[src/rtl/vend_pkg.sv]
// Shared types and constants for the change dispenser.
// Amounts are expressed in 5-unit multiples throughout.
package vend_pkg;

    typedef enum logic [2:0] {
        ST_IDLE   = 3'd0,
        ST_SELECT = 3'd1,
        ST_EJECT  = 3'd2,
        ST_WAIT   = 3'd3,
        ST_FINISH = 3'd4
    } disp_state_e;

    // Coin values in 5-unit multiples
    localparam int unsigned COIN5  = 32'd1;
    localparam int unsigned COIN10 = 32'd2;

    // Larger of two counts; sizes the shared pulse/timeout counter
    function automatic int unsigned max_u(input int unsigned a, input int unsigned b);
        return (a > b) ? a : b;
    endfunction

endpackage

[src/rtl/change_dispenser_if.sv]
// Request/hopper bundle between the vending controller side (master) and the
// change dispenser (slave). The hopper status and exit-sensor lines belong to
// the master side because they come from the environment, not the dispenser.
interface change_dispenser_if #(
    parameter int unsigned AMT_W = 32'd4
);
    logic             req_valid;
    logic [AMT_W-1:0] req_amt;
    logic             req_ready;
    logic             hop10_empty;
    logic             hop5_empty;
    logic             coin_seen;
    logic             hop10_eject;
    logic             hop5_eject;
    logic             busy;
    logic             done;
    logic             err;
    logic [AMT_W-1:0] owed;

    modport master (
        output req_valid, req_amt, hop10_empty, hop5_empty, coin_seen,
        input  req_ready, hop10_eject, hop5_eject, busy, done, err, owed
    );

    modport slave (
        input  req_valid, req_amt, hop10_empty, hop5_empty, coin_seen,
        output req_ready, hop10_eject, hop5_eject, busy, done, err, owed
    );
endinterface

[src/rtl/disp_timer.sv]
// Loadable down-counter shared by the eject-pulse and coin-timeout phases.
// i_start loads i_load; the count then decrements and parks at zero.
// o_expire is high whenever the count is zero.
module disp_timer #(
    parameter int unsigned W = 32'd7
) (
    input  logic         clk,
    input  logic         rst_n,
    input  logic         i_start,
    input  logic [W-1:0] i_load,
    output logic         o_expire
);
    logic [W-1:0] r_cnt;

    // Load on start, otherwise count down toward zero and hold there
    always_ff @(posedge clk or negedge rst_n) begin
        if (!rst_n) begin
            r_cnt <= {W{1'b0}};
        end else if (i_start) begin
            r_cnt <= i_load;
        end else if (r_cnt != {W{1'b0}}) begin
            r_cnt <= r_cnt - W'(1);
        end else begin
            r_cnt <= r_cnt;
        end
    end

    assign o_expire = (r_cnt == {W{1'b0}});
endmodule

[src/rtl/change_dispenser.sv]
// Change dispenser: pays a requested amount with greedy 10-first coin choice,
// one eject pulse per coin, waiting for the exit sensor between coins.
// Optional build macro CHANGE_DISP_RETRY_EN: one re-pulse of the same hopper
// after the first coin timeout before giving up.
module change_dispenser
    import vend_pkg::*;
#(
    parameter int unsigned AMT_W       = 32'd4,
    parameter int unsigned PULSE_CYC   = 32'd4,
    parameter int unsigned TIMEOUT_CYC = 32'd64
) (
    input  logic              clk,
    input  logic              rst_n,
    change_dispenser_if.slave bus
);
    localparam int unsigned TMR_MAX = max_u(PULSE_CYC, TIMEOUT_CYC);
    localparam int unsigned TMR_W   = $clog2(TMR_MAX + 32'd1);
    localparam logic [TMR_W-1:0] PULSE_LOAD   = TMR_W'(PULSE_CYC - 32'd1);
    localparam logic [TMR_W-1:0] TIMEOUT_LOAD = TMR_W'(TIMEOUT_CYC - 32'd1);
    localparam logic [AMT_W-1:0] AMT_C5       = AMT_W'(COIN5);
    localparam logic [AMT_W-1:0] AMT_C10      = AMT_W'(COIN10);

    disp_state_e      r_state;
    logic [AMT_W-1:0] r_rem;
    logic             r_sel10;       // coin in flight is a 10
    logic             r_coin_lat;    // exit sensor fired while still ejecting
    logic             r_req_ready;
    logic             r_busy;
    logic             r_hop10_eject;
    logic             r_hop5_eject;
    logic             r_done;
    logic             r_err;
    logic [AMT_W-1:0] r_owed;
`ifdef CHANGE_DISP_RETRY_EN
    logic             r_retry;       // current coin has already been re-pulsed
`endif

    logic             w_pick10;
    logic             w_pick5;
    logic             w_coin_in;
    logic             w_tmr_start;
    logic [TMR_W-1:0] w_tmr_load;
    logic             w_tmr_expire;

    // rem==0 makes both picks false, so SELECT priority falls out naturally
    assign w_pick10  = (r_rem >= AMT_C10) && !bus.hop10_empty;
    assign w_pick5   = (r_rem >= AMT_C5)  && !bus.hop5_empty;
    assign w_coin_in = bus.coin_seen || r_coin_lat;

    disp_timer #(.W(TMR_W)) u_timer (
        .clk      (clk),
        .rst_n    (rst_n),
        .i_start  (w_tmr_start),
        .i_load   (w_tmr_load),
        .o_expire (w_tmr_expire)
    );

    // Timer load requests: pulse length on entry to EJECT, timeout on entry to WAIT
    always_comb begin
        w_tmr_start = 1'b0;
        w_tmr_load  = PULSE_LOAD;
        case (r_state)
            ST_SELECT: begin
                if (w_pick10 || w_pick5) begin
                    w_tmr_start = 1'b1;
                    w_tmr_load  = PULSE_LOAD;
                end else begin
                    w_tmr_start = 1'b0;
                end
            end
            ST_EJECT: begin
                if (w_tmr_expire) begin
                    w_tmr_start = 1'b1;
                    w_tmr_load  = TIMEOUT_LOAD;
                end else begin
                    w_tmr_start = 1'b0;
                end
            end
`ifdef CHANGE_DISP_RETRY_EN
            ST_WAIT: begin
                if (!w_coin_in && w_tmr_expire && !r_retry) begin
                    w_tmr_start = 1'b1;
                    w_tmr_load  = PULSE_LOAD;
                end else begin
                    w_tmr_start = 1'b0;
                end
            end
`endif
            default: begin
                w_tmr_start = 1'b0;
            end
        endcase
    end

    // Payout FSM with all outputs registered alongside the state
    always_ff @(posedge clk or negedge rst_n) begin
        if (!rst_n) begin
            r_state       <= ST_IDLE;
            r_rem         <= {AMT_W{1'b0}};
            r_sel10       <= 1'b0;
            r_coin_lat    <= 1'b0;
            r_req_ready   <= 1'b1;
            r_busy        <= 1'b0;
            r_hop10_eject <= 1'b0;
            r_hop5_eject  <= 1'b0;
            r_done        <= 1'b0;
            r_err         <= 1'b0;
            r_owed        <= {AMT_W{1'b0}};
`ifdef CHANGE_DISP_RETRY_EN
            r_retry       <= 1'b0;
`endif
        end else begin
            r_done <= 1'b0;
            r_err  <= 1'b0;
            case (r_state)
                ST_IDLE: begin
                    if (bus.req_valid) begin
                        r_rem       <= bus.req_amt;
                        r_coin_lat  <= 1'b0;
                        r_req_ready <= 1'b0;
                        r_busy      <= 1'b1;
                        r_state     <= ST_SELECT;
`ifdef CHANGE_DISP_RETRY_EN
                        r_retry     <= 1'b0;
`endif
                    end else begin
                        r_state <= ST_IDLE;
                    end
                end
                ST_SELECT: begin
                    if (r_rem == {AMT_W{1'b0}}) begin
                        r_done  <= 1'b1;
                        r_owed  <= r_rem;
                        r_state <= ST_FINISH;
                    end else if (w_pick10) begin
                        r_sel10       <= 1'b1;
                        r_hop10_eject <= 1'b1;
                        r_coin_lat    <= 1'b0;
                        r_state       <= ST_EJECT;
                    end else if (w_pick5) begin
                        r_sel10      <= 1'b0;
                        r_hop5_eject <= 1'b1;
                        r_coin_lat   <= 1'b0;
                        r_state      <= ST_EJECT;
                    end else begin
                        r_err   <= 1'b1;
                        r_owed  <= r_rem;
                        r_state <= ST_FINISH;
                    end
                end
                ST_EJECT: begin
                    // An early sensor hit is held and credited in the first WAIT cycle
                    if (bus.coin_seen) begin
                        r_coin_lat <= 1'b1;
                    end else begin
                        r_coin_lat <= r_coin_lat;
                    end
                    if (w_tmr_expire) begin
                        r_hop10_eject <= 1'b0;
                        r_hop5_eject  <= 1'b0;
                        r_state       <= ST_WAIT;
                    end else begin
                        r_state <= ST_EJECT;
                    end
                end
                ST_WAIT: begin
                    if (w_coin_in) begin
                        r_rem      <= r_rem - (r_sel10 ? AMT_C10 : AMT_C5);
                        r_coin_lat <= 1'b0;
                        r_state    <= ST_SELECT;
`ifdef CHANGE_DISP_RETRY_EN
                        r_retry    <= 1'b0;
                    end else if (w_tmr_expire && !r_retry) begin
                        r_retry       <= 1'b1;
                        r_hop10_eject <= r_sel10;
                        r_hop5_eject  <= !r_sel10;
                        r_state       <= ST_EJECT;
`endif
                    end else if (w_tmr_expire) begin
                        r_err   <= 1'b1;
                        r_owed  <= r_rem;
                        r_state <= ST_FINISH;
                    end else begin
                        r_state <= ST_WAIT;
                    end
                end
                ST_FINISH: begin
                    r_req_ready <= 1'b1;
                    r_busy      <= 1'b0;
                    r_state     <= ST_IDLE;
                end
                default: begin
                    r_hop10_eject <= 1'b0;
                    r_hop5_eject  <= 1'b0;
                    r_req_ready   <= 1'b1;
                    r_busy        <= 1'b0;
                    r_state       <= ST_IDLE;
                end
            endcase
        end
    end

    assign bus.req_ready   = r_req_ready;
    assign bus.busy        = r_busy;
    assign bus.hop10_eject = r_hop10_eject;
    assign bus.hop5_eject  = r_hop5_eject;
    assign bus.done        = r_done;
    assign bus.err         = r_err;
    assign bus.owed        = r_owed;
endmodule

[src/flat_wrapper.sv]
// flat-port wrapper written by rule: the top's interface ports become plain ports
module change_dispenser_flat import vend_pkg::*;
#(
    parameter int unsigned AMT_W       = 32'd4,
    parameter int unsigned PULSE_CYC   = 32'd4,
    parameter int unsigned TIMEOUT_CYC = 32'd64
)
  (clk, rst_n, bus_req_valid, bus_req_amt, bus_hop10_empty, bus_hop5_empty, bus_coin_seen, bus_req_ready, bus_hop10_eject, bus_hop5_eject, bus_busy, bus_done, bus_err, bus_owed);
  change_dispenser_if #(.AMT_W(AMT_W)) bus_i ();
  input  logic clk;
  input  logic rst_n;
  input wire logic [$bits(bus_i.req_valid)-1:0] bus_req_valid;
  input wire logic [$bits(bus_i.req_amt)-1:0] bus_req_amt;
  input wire logic [$bits(bus_i.hop10_empty)-1:0] bus_hop10_empty;
  input wire logic [$bits(bus_i.hop5_empty)-1:0] bus_hop5_empty;
  input wire logic [$bits(bus_i.coin_seen)-1:0] bus_coin_seen;
  output wire logic [$bits(bus_i.req_ready)-1:0] bus_req_ready;
  output wire logic [$bits(bus_i.hop10_eject)-1:0] bus_hop10_eject;
  output wire logic [$bits(bus_i.hop5_eject)-1:0] bus_hop5_eject;
  output wire logic [$bits(bus_i.busy)-1:0] bus_busy;
  output wire logic [$bits(bus_i.done)-1:0] bus_done;
  output wire logic [$bits(bus_i.err)-1:0] bus_err;
  output wire logic [$bits(bus_i.owed)-1:0] bus_owed;
  assign bus_i.req_valid = bus_req_valid;
  assign bus_i.req_amt = bus_req_amt;
  assign bus_i.hop10_empty = bus_hop10_empty;
  assign bus_i.hop5_empty = bus_hop5_empty;
  assign bus_i.coin_seen = bus_coin_seen;
  assign bus_req_ready = bus_i.req_ready;
  assign bus_hop10_eject = bus_i.hop10_eject;
  assign bus_hop5_eject = bus_i.hop5_eject;
  assign bus_busy = bus_i.busy;
  assign bus_done = bus_i.done;
  assign bus_err = bus_i.err;
  assign bus_owed = bus_i.owed;
  change_dispenser #(.AMT_W(AMT_W), .PULSE_CYC(PULSE_CYC), .TIMEOUT_CYC(TIMEOUT_CYC)) u_core (.clk(clk), .rst_n(rst_n), .bus(bus_i));
endmodule
[config.mk]
export PLATFORM = sky130hd
export DESIGN_NAME = change_dispenser_flat
export DESIGN_NICKNAME = d
export VERILOG_FILES = /design/src/rtl/vend_pkg.sv /design/src/rtl/change_dispenser_if.sv /design/src/rtl/disp_timer.sv /design/src/rtl/change_dispenser.sv /design/src/flat_wrapper.sv
export SDC_FILE = /design/constraint.sdc
export NUM_CORES = 1
export LEC_CHECK = 0
export ABC_AREA = 1
export CAP_MARGIN = 30
export CORE_MARGIN = 8
export CORE_UTILIZATION = 49
export DETAILED_ROUTE_END_ITERATION = 6
export GPL_TIMING_DRIVEN = 0
export PLACE_DENSITY = 0.72
export SYNTH_ARGS = -nofsm -noshare
export SYNTH_HDL_FRONTEND = slang
export SYNTH_HIERARCHICAL = 1
export SYNTH_SLANG_ARGS = --single-unit
[constraint.sdc]
create_clock -name clk -period 2.1 [get_ports clk]
set_clock_uncertainty 0.05 [all_clocks]
set_input_delay 0.42 -clock clk [delete_from_list [all_inputs] [get_ports clk]]
set_output_delay 0.42 -clock clk [all_outputs]
set_load 0.005 [all_outputs]
* After elaboration in Yosys (flattened, before gate mapping)
Index checks and enable logic that the tools add are counted.
** Operators by class
- Add/subtract/negate cells :: 2
- $lt $le $gt $ge :: 2
- Equality and inequality tests :: 17
- Muxes and demuxes :: 51
- Bitwise logic cells :: 3
- Reductions and logical operators :: 24
** Operators with widths (count)
- 2-to-1 mux 4 bit :: 7
- 2-to-1 mux 1 bit :: 24
- 2-to-1 mux 7 bit :: 3
- case mux 4 bit (2 select lines) :: 2
- 2-to-1 mux 3 bit :: 5
- != test 2 bit, second input constant :: 7
- case mux 3 bit (4 select lines) :: 1
- AND reduction 5 bit :: 2
- case mux 1 bit (2 select lines) :: 4
- nonzero test 2 bit :: 4
- zero test 7 bit :: 1
- nonzero test 7 bit :: 1
- subtractor 7 x 1 -> 7 bit, second input constant :: 1
- == test 3 x 2 -> 1 bit, second input constant :: 2
- 2-to-1 mux 6 bit :: 1
- != test 2 x 1 -> 1 bit, second input constant :: 3
- != test 3 bit, second input constant :: 2
- case mux 1 bit (3 select lines) :: 2
- AND reduction 3 bit :: 2
- AND reduction 6 bit :: 1
- OR reduction 3 bit :: 2
- greater-or-equal comparator 4 x 1 -> 1 bit, second input constant :: 1
- greater-or-equal comparator 4 x 2 -> 1 bit, second input constant :: 1
- zero test 4 bit :: 1
- other kinds (14) :: 19
** Word-level totals
- Flip-flop bits (word level) :: 26
- Input bits :: 10
- Logic and storage cells :: 111

* Longest topological paths before layout
- Depth in word-level cells :: 6
- Mapped depth :: 13
- Depth with buffers taken out :: 12

* Hierarchy
The synthesis kept the hierarchy.
** By module, submodules not included
- change_dispenser :: instances 1, cells an instance 137, area each 1057.3 um^2
- disp_timer :: instances 1, cells an instance 59, area each 483.0 um^2

* Least setup slack after synthesis
OpenSTA, ideal clock, no wires.
- Path kind :: register to register
- Start point :: reg u_core.u_timer.r_cnt[0]
- End point :: reg u_core.u_timer.r_cnt[1]
- Setup time :: 0.121 ns
- Arrival :: 1.702 ns
- Required time :: 1.929 ns
- Path slack :: 0.227 ns
- Stages on the path, launching flop included :: 13
- Period minus slack after synthesis :: 1.873 ns
- Cell sequence :: dfrtp_1 inv_1 ha_1 nand2_4 nor2_8 inv_1 nor2_1 inv_1 nand2_1 buf_2 o21ai_0 nand2_1 o21ai_1
** Between the ends
- Word-level cells in the longest chain between the ends :: 4
** Ends and longest elaborated chain
- start: declaration :: RTL line disp_timer.sv:13 : logic [W-1:0] r_cnt;
- start signal: assignment :: RTL line disp_timer.sv:18 : r_cnt <= {W{1'b0}};
- start signal: assignment :: RTL line disp_timer.sv:20 : r_cnt <= i_load;
- start signal: assignment :: RTL line disp_timer.sv:22 : r_cnt <= r_cnt - W'(1);
- zero test 7 bit * :: RTL line disp_timer.sv:28 : assign o_expire = (r_cnt == {W{1'b0}});
- net u_core.w_tmr_expire :: RTL line change_dispenser.sv:43 : logic w_tmr_expire;
- 2-to-1 mux 1 bit * :: RTL line change_dispenser.sv:72 : if (w_tmr_expire) begin
- case mux 1 bit (2 select lines) * :: RTL line change_dispenser.sv:62 : case (r_state)
- net u_core.w_tmr_start :: RTL line change_dispenser.sv:41 : logic w_tmr_start;
- 2-to-1 mux 7 bit / nonzero test 2 bit (equally long branches)
Mark *: on every way through the listed nets, which the timed path passes. The rest lies on a longest branch. The select of a mux whose other input is x is not followed.
A chain may end at the register's enable or synchronous reset.

* Worst setup path in the final report
- Start point :: reg u_core.u_timer.r_cnt[0]
- End point :: reg u_core.u_timer.r_cnt[0]
The elaborated chain is that of the path after synthesis.

==> results.cfg <==
[status]
outcome = completed

[grt]
grt_pass1_vias = 1366
antenna_found_initial = 0
grt_pass1_wl_um = 6009
overflow = 0
grt_max_degree = 21
grt.total_usage = 0.1426

[sta]
period_share = 0.9162
slew_viol_final = 0
finalHoldViolations = 0
report.final.setup_viol = 0
min_period_ns = 1.924
grt_setup_unrepaired = false
clock.fmax_ghz = 0.5197

[logic_synthesis]
ys_types = 27
netlist_top_cells_area = dfrtp_1 41%, nand2_1 15%, inv_1 5.4%
synth_seq_cells = 26
postSynthAreaPerCell_um2 = 7.858
synth_warnings = 6
synth_top_cell_by_area = dfrtp_1
syn_inst = 196
synth_seq_area_share = 0.4232
synth_top_area_share = 0.4062
synth.cell_area_um2 = 1540

[cts]
path_clk_slew_ns = 0.14
cts_buffers = 3
clkLatencyLatePin_ns = 0.32
hold_buffers = 0
cts_tree = yes
root_buffer = clkbuf_4
cts.sink_count = 26
cts_buffer_depth = 2
htree_levels = 1

[worst_setup_path]
worstPathArrival_ns = 2.13
crit_path_start_kind = register
path_class = reg -> reg
rrSetupSlack_ns = 0.18
path_max_fanout = 10
crit_path_end_kind = register
crit_required_ns = 2.30

[pwr]
ir_worst_vdd_mv = 0.6760
leakagePower_nw = 0.9490
p_per_area_nw_per_um2 = 1409

[routing]
num_vias = 1298
drt-pass1-iter-count = 4
wl_per_cell_um = 12.66
drc = 0
viasPerCell = 4.880
drt_iter0_drc = 70
ant_nets = 0
wirelength_um = 3367

[floorplanning]
design.core.area_um2 = 3028
die_w_um = 72.07
ioPinCount = 20
initial_core_util = 0.5087
die-area_um2 = 5193
die_y_um = 72.07
rows = 20

[worst_hold_path]
hold_class = in -> async

[final_layout]
multiInputGateArea_um2 = 797.0
final_cells = 266
final_nets = 238
diodes = 0
n_fill_cell = 278
regArea_um2 = 651.9
drive_gt1_frac = 0.1261
syn_to_final_growth_pct = 20.63
final_cell_mix = 63 x nand2_1, 25 x dfrtp_1, 22 x inv_1
design_area_um2 = 1858
final_common_cell = nand2_1

[place]
gp_congestion = 0.8418
place_area_um2 = 1804
hpwl_um = 2596
dp_cells = 261
port_buffers = 19

[run]
max_cap_viol_count = 0
[Yosys cell counts (all sizes together)]
library cell,n
ha,4
conb,2
o21bai,1
a21oi,2
nor2,21
or2,1
xor2,2
nand4,4
nor3,1
o21ai,14
nand2,70
dfrtp,25
xnor2,2
fa,1
dfstp,1
o211ai,1
inv,26
buf,1
nand3,17
[what timing repair did]
item,CTS,global route
setup endpoints to repair,6,6
gates resized for setup,2,2
pin swaps,0,1
setup buffers,0,1
[critical path, stage by stage (launching register included)]
cell	delay [ns]
dfrtp_1	0.40
inv_1	0.12
ha_1	0.21
nand2_4	0.08
nor2_8	0.16
inv_1	0.12
nor2_4	0.10
inv_1	0.06
nand2_1	0.09
buf_4	0.18
nand2_1	0.06
o21ai_0	0.07
nand2_1	0.07
o21ai_1	0.08
[cell type report]
cell class                 count  share of cell area
tap                           44             0.02963
multi-input combinational    144              0.4290
sequential                    26              0.3508
timing repair buffer          21              0.1145
buffer                         1            0.004040
inverter                      26             0.05253
clock buffer                   4             0.01953
[final timing paths]
| kind | start | end | cells after the start |
|---|---|---|---|
| max | u_core/u_timer/r_cnt[0] | u_core/u_timer/r_cnt[0] | 13 |
| min reg2reg | u_core/bus.req_ready | u_core/bus.req_ready | 2 |
| min in group clk | u_core/bus.req_ready | u_core/bus.req_ready | 2 |
| max reg2reg | u_core/u_timer/r_cnt[0] | u_core/u_timer/r_cnt[0] | 13 |
| max in group asynchronous | rst_n | u_core/bus.hop10_eject | 2 |
| min | rst_n | u_core/r_rem[0] | 1 |
[registers in the layout (all words and copies together) (netlist names)]
signal and flops:
u_core/bus.busy 1, u_core/bus.done 1, u_core/bus.err 1, u_core/bus.hop10_eject 1
u_core/bus.hop5_eject 1, u_core/bus.owed 4, u_core/bus.req_ready 1, u_core/r_coin_lat 1
u_core/r_rem 4, u_core/r_sel10 1, u_core/r_state 3, u_core/u_timer/r_cnt 7
[layer usage]
| metal | wire length (um) | GRT usage | vias to the layer above |
|---|---|---|---|
| met1 | 1593 | 0.1719 | 612 |
| met2 | 1647 | 0.2467 | 18 |
| li1 | - | - | 666 |
| met4 | 21 | 0.04762 | 0 |
| met5 | 0 | 0 | - |
| met3 | 106 | 0.02617 | 2 |
[power breakdown]
| group | internal, W | switching, W | leakage [nW] | total (W) |
|---|---|---|---|---|
| Combinational | 0.000594 | 0.000842 | 0.602 | 0.00144 |
| Sequential | 0.000726 | 0.000199 | 0.326 | 0.000925 |
| Clock | 0.000106 | 0.000150 | 0.0210 | 0.000256 |
| Total | 0.00143 | 0.00119 | 0.949 | 0.00262 |
[per-stage QoR]
step	setup TNS, ns	utilization	setup slack (ns)	hold slack (ns)	power [W]
6_report	0	0.6136	0.1759	0.3143	0.002617
5_1_grt	0	0.6136	0.01916	0.3239	0.002866
4_1_cts	0	0.6103	0.03146	0.3134	0.002625
3_5_place_dp	-0.1727	0.5959	-0.07340	0.4171	0.002343
3_3_place_gp	-0.005172	0.5909	-0.005172	0.4077	0.002266
2_1_floorplan	0	-	0.2268	0.07441	0.001920
[cells by family after synthesis]
logic type	Yosys count	share of synthesized area
AO/OA/AOI/OAI	18	0.06174
XOR/XNOR	4	0.02275
adder cells (fa/ha/maj)	5	0.04549
buffers and inverters	27	0.06661
flip-flops	26	0.4232
other	2	0.004876
AND/OR/NAND/NOR	114	0.3753
Power figures use the tool's default switching activity.
